$ cat config.mk
export PLATFORM = sky130hd
export DESIGN_NAME = serial_transmit_word
export DESIGN_NICKNAME = d
export VERILOG_FILES = /design/src/rtl/serial_transmit_word.sv
export SDC_FILE = /design/constraint.sdc
export NUM_CORES = 1
export LEC_CHECK = 0
export ABC_AREA = 1
export BUFFER_PORTS_ARGS = -buffer_cell sky130_fd_sc_hd__buf_2
export CAP_MARGIN = 20
export CORE_MARGIN = 5
export CORE_UTILIZATION = 35
export CTS_BUF_LIST = sky130_fd_sc_hd__clkbuf_16
export CTS_CLUSTER_SIZE = 16
export DETAILED_ROUTE_END_ITERATION = 6
export PLACE_DENSITY = 0.63
export SLEW_MARGIN = 25
export SYNTH_ARGS = -nofsm -noshare
export SYNTH_HDL_FRONTEND = slang
export SYNTH_SLANG_ARGS = --single-unit
$ cat constraint.sdc
create_clock -name clk -period 2.5 [get_ports clk]
set_clock_uncertainty 0.2 [all_clocks]
set_input_delay 0.5 -clock clk [delete_from_list [all_inputs] [get_ports clk]]
set_output_delay 0.5 -clock clk [all_outputs]
set_load 0.02 [all_outputs]
$ cat src/rtl/serial_transmit_word.sv
// 8N1 UART transmitter: sends a 32-bit word as four bytes, low byte first, LSB first.
// Optional SERIAL_TX_TWO_STOP_EN: two stop bits per byte (44 bit periods per word).
module serial_transmit_word #(
    parameter int comm_clk_frequency = 100_000_000,
    parameter int baud_rate          = 115_200
) (
    input  logic        clk,
    input  logic        reset,
    input  logic        send,
    input  logic [31:0] word,
    output logic        TxD,
    output logic        busy
);

    localparam int DIV = comm_clk_frequency / baud_rate;
    localparam int DW  = (DIV > 1) ? $clog2(DIV) : 1;
`ifdef SERIAL_TX_TWO_STOP_EN
    localparam int FRAME = 11;
`else
    localparam int FRAME = 10;
`endif

    typedef enum logic {IDLE, SHIFT} state_t;

    state_t        state, state_n;
    logic [DW-1:0] div_cnt, div_n;
    logic [3:0]    bit_cnt, bit_n;
    logic [1:0]    byte_cnt, byte_n;
    logic [31:0]   sr, sr_n;
    logic          txd_n, busy_n, load;

    always_ff @(posedge clk or posedge reset) begin
        if (reset) begin
            state    <= IDLE;
            div_cnt  <= '0;
            bit_cnt  <= '0;
            byte_cnt <= '0;
            sr       <= '0;
            TxD      <= 1'b1;
            busy     <= 1'b0;
        end else begin
            state    <= state_n;
            div_cnt  <= div_n;
            bit_cnt  <= bit_n;
            byte_cnt <= byte_n;
            sr       <= sr_n;
            TxD      <= txd_n;
            busy     <= busy_n;
        end
    end

    // TxD is computed one cycle ahead so the line value is a flop output.
    always_comb begin
        state_n = state;
        div_n   = div_cnt;
        bit_n   = bit_cnt;
        byte_n  = byte_cnt;
        sr_n    = sr;
        txd_n   = TxD;
        busy_n  = busy;
        load    = 1'b0;
        case (state)
            IDLE: load = send;
            SHIFT: begin
                if (div_cnt == DW'(DIV - 1)) begin
                    div_n = '0;
                    if (bit_cnt == 4'(FRAME - 1)) begin
                        bit_n = '0;
                        if (byte_cnt == 2'd3) begin
                            // Last stop bit ends; a send on this edge chains the next word.
                            state_n = IDLE;
                            txd_n   = 1'b1;
                            busy_n  = 1'b0;
                            load    = send;
                        end else begin
                            byte_n = byte_cnt + 2'd1;
                            txd_n  = 1'b0;
                        end
                    end else begin
                        bit_n = bit_cnt + 4'd1;
                        if (bit_cnt < 4'd8) begin
                            txd_n = sr[0];
                            sr_n  = {1'b0, sr[31:1]};
                        end else begin
                            txd_n = 1'b1;
                        end
                    end
                end else begin
                    div_n = div_cnt + DW'(1);
                end
            end
            default: state_n = IDLE;
        endcase
        if (load) begin
            state_n = SHIFT;
            busy_n  = 1'b1;
            txd_n   = 1'b0;
            sr_n    = word;
            div_n   = '0;
            bit_n   = '0;
            byte_n  = '0;
        end
    end

endmodule

**Yosys cells after proc, flatten, opt, wreduce, memory -nomap -nowiden**

Cells that the tools add are included.

- Register bits after elaboration: 51
- Bits of input ports: 35
- Output and inout bits: 2
- Word-level logic and storage cells: 63

- Add/sub/neg operators: 3
- $lt $le $gt $ge: 1
- Equal/unequal tests: 5
- Multiplexer cells: 37
- Bitwise operators: 1
- Reductions and logical operators: 9

Operators with widths:

| kind | number |
|---|---|
| $mux 32 | 5 |
| $mux 10 | 3 |
| $mux 1 | 19 |
| $mux 4 | 4 |
| $reduce_and 4->1 | 3 |
| $add 10x1->10 const B | 1 |
| $eq 10x10->1 const B | 1 |
| $mux 2 | 5 |
| $reduce_bool 2->1 | 5 |
| $add 4x1->4 const B | 1 |
| $eq 4x4->1 const B | 1 |
| $lt 4x4->1 const B | 1 |
| $ne 2x2->1 const B | 2 |
| $add 2x1->2 const B | 1 |
| $eq 2x2->1 const B | 1 |
| $pmux 1 s2 | 1 |
| $reduce_and 2->1 | 1 |
| $not 1->1 | 1 |

**Longest topological paths before layout**

- Depth after elaboration: 7
- Depth in mapped cells: 13
- Gate-level depth less buffers: 11

**Least setup slack after synthesis**

No wires, ideal clock.

- Kind: register to register
- Start: register div_cnt[0]
- End: register sr[0]
- Library setup time: 0.116 ns
- Arrival time: 1.553 ns
- Required time: 2.184 ns
- Path slack: 0.630 ns
- Stages on the path, launching flop included: 13
- Path buffers: 2
- Period minus slack after synthesis: 1.870 ns
- Cells stage by stage: dfrtp_1 > ha_1 > nand2_1 > nor2_1 > nand3_1 > nand2_2 > nand3_2 > buf_4 > buf_6 > nand2_1 > nand2_1 > nand2_1 > nand2_1

- Word-level cells in the longest chain between the ends: 5
- Elaborated cells on any way between the ends: 9
- Classes of those cells: 2 x eq/ne; 3 x mux; 4 x reduce/logical

Ends and longest elaborated chain:

| element | line | source |
|---|---|---|
| start, declared | 26 | `logic [DW-1:0] div_cnt, div_n;` |
| start signal, assigned | 43 | `div_cnt <= div_n;` |
| $eq 10x10->1 (*) | 65 | `if (div_cnt == DW'(DIV - 1)) begin` |
| $mux 1 | 65 |  |
| $pmux 1 s2 | 62 | `case (state)` |
| $ne 2x2->1 (no line) or $reduce_bool 2->1 (tied branches) | n/a |  |
| $reduce_and 4->1 (no line) | n/a |  |
| end signal, assigned | 46 | `sr <= sr_n;` |
| end, declared | 29 | `logic [31:0] sr, sr_n;` |

Every way passes the cells marked *; elsewhere a longest branch is shown, timed or not.
A chain may end at the register's enable or synchronous reset.

**Worst setup path after layout**

- Start: register div_cnt[0]
- End: register sr[26]

The elaborated chain is that of the path after synthesis.

==> impl_metrics.ini <==
[synth]
syn_inst = 366
ys.flop_type = dfrtp_1
synth_warnings = 0
synth_nets = 405
ys_types = 27
yosys_register_bits = 51
syn_area_um2 = 2660
synth-edff-count = 0
ys_seq_area_share_pct = 48.0
syn_avg_cell_area_um2 = 7.27
synthArstFlopShare_pct = 100

[worst_setup_path]
max_stage_delay_ps = 390
end_kind = flop
path_cells = ha_1, nand2_1, nor2_1, nand3_1, nand2_2, nand2_2, inv_4, nand2_2, buf_4, nand2_1, nand2_1
cpMaxStageDelayCell = dfrtp_1
criticalPathCategory = reg2reg
worstPathRequired_ps = 2480
ff2ff_setup_slack_ps = 280
cp.arrival_ps = 2210
cp-start-kind = flop
crit_fanout = 20

[timing]
rsz0062_at_grt = no
tightest_slew_ps = 619
maxSlewViolCount = 0
period_needed_ps = 2220
hold_viol = 0
finalSetupViolations = 0
max_freq_mhz = 449
fin_ws_ps = 275
setup_tns_ps = 0
relSlewSlack_pct = 58.7
fin_crit_sh_pct = 89.0

[cts]
htree_num_levels = 2
clk_pin_slew_ps = 70
cts_setup_buffers = 0
worstSkewPairLatency_ps = 290
cts_buffers = 5
clk_path_buf_depth = 2
cts_num_sinks = 51
cts_hold_buf = 0
cts-resized-gates = 0
cts_tree = built
root_buffer = clkbuf_16

[place]
place_ws_ps = 186
place_congestion = 0.848
numPortBuffers = 36
dp_hpwl_um = 3950

[detailed_routing]
num_vias = 2251
wl_um = 5700
via_per_inst = 4.45
wl_per_cell_um = 11.3
ant_nets = 0
drc = 0
dr.pass1.iters = 4
drt_iter0_drc = 142

[global_routing]
grt_pass1_vias = 2251
grt_start_max_net_pins = 35
gr-total-overflow = 0
grt_pass1_wl_um = 10400
antenna_found_initial = 0
track_usage_pct = 12.9

[final_layout]
final_common_cell = nand2_1
layout_common_cells = nand2_1, dfrtp_1, buf_2, nor2_1
drive_gt1_share_pct = 17.0
antenna_cells = 0
area_growth_pct = 17.6
fillers = 770
fin_nets = 445

[floorplanning]
initial_utilization_pct = 36.3
ios = 37
core_region_area_um2 = 7330
die_h_um = 97.2
die_w_um = 97.2
rows = 31
dieArea_um2 = 9450

[run_status]
status = finished clean

[pwr]
leakagePower_nw = 1.77
p_per_area_nw_per_um2 = 644
peakVddDrop_mv = 0.344

[run]
drv_cap = 0

[hold_path]
hold_path_class = in2async
registers in the layout (all words and copies together), names as in the netlist:
name / cells
state: 1
TxD: 1
div_cnt: 10
sr: 32
byte_cnt: 2
bit_cnt: 4
busy: 1
path summary, 6_finish.rpt:
kind | cells past startpoint | startpoint | end
max in group asynchronous | 3 | reset | TxD
setup / recovery | 11 | div_cnt[0] | sr[26]
hold reg to reg | 2 | TxD | TxD
setup reg to reg | 11 | div_cnt[0] | sr[26]
hold / removal | 2 | reset | sr[14]
min in group clk | 3 | word[31] | sr[31]
worst max-delay path: cells and delay by family (launching register included):
kind          cells  cell delay, ps
simple gates      8             870
buf+inv           2             400
flops             1             390
fa+ha+maj         1             250
per-stage QoR:
| stage | power, mW | util, % | cell area (um2) | std cells | hold slack (ps) |
|---|---|---|---|---|---|
| floorplan | 1.19 | - | 2660 | 366 | 242 |
| global placement | 1.27 | 40.3 | 2960 | 498 | 255 |
| detailed placement | 1.27 | 40.3 | 2960 | 498 | 261 |
| CTS | 2.03 | 42.6 | 3120 | 506 | 107 |
| global route | 2.13 | 42.7 | 3130 | 506 | 138 |
| finish | 2.02 | 42.7 | 3130 | 506 | 86.1 |
cell usage after synthesis, types with 2 or more instances:
library cell  instances  area share, %
nand2_2               4           0.94
xor2_1                6            2.0
nand3_2               2           0.75
buf_6                 2           0.85
inv_2                 5           0.70
nand4_1               3           0.70
nand2_1             216             30
nor2_1               16            2.3
buf_2                 7            1.3
buf_4                 4            1.1
a21oi_1               5           0.94
o21ai_0               5           0.94
nand3_1              12            2.3
ha_1                  4            1.9
o22ai_1               2           0.47
dfrtp_1              50             47
inv_1                11            1.6
nor3_1                3           0.56
area by class of cell:
cell class                      count  area (um2)  share of cell area (%)
Inverter                           16        62.6                    2.00
Sequential cell                    51        1280                    40.8
Tap cell                           99         124                    3.96
Multi-Input combinational cell    285        1240                    39.6
Timing Repair Buffer               47         263                    8.39
Clock buffer                        5         125                    4.00
Clock inverter                      3        37.5                    1.20
power breakdown:
group	leakage, nW	switching [mW]	total (mW)	internal, mW
sequential	0.661	0.0855	0.994	0.908
clock	0.0864	0.296	0.761	0.466
combinational	1.03	0.151	0.262	0.111
total	1.77	0.532	2.02	1.49
cell families after synthesis:
group,after synthesis,share of synthesized area (%)
DFF,51,48.0
adders and majority gates,4,1.88
xor gates and xnor gates,7,2.30
buffers and inverters,30,5.69
and+or+nand+nor,257,38.2
AOI/OAI and AO/OA,17,3.99
per-layer routing:
layer	global-route usage (%)	vias to the layer above	part of all wire (%)
met3	3.30	7	3.8
met4	1.60	0	0.70
li1	-	1208	-
met2	20.1	40	44
met1	18.6	996	51
met5	0	-	0
Note: power is estimated with default switching activity, not from simulation.
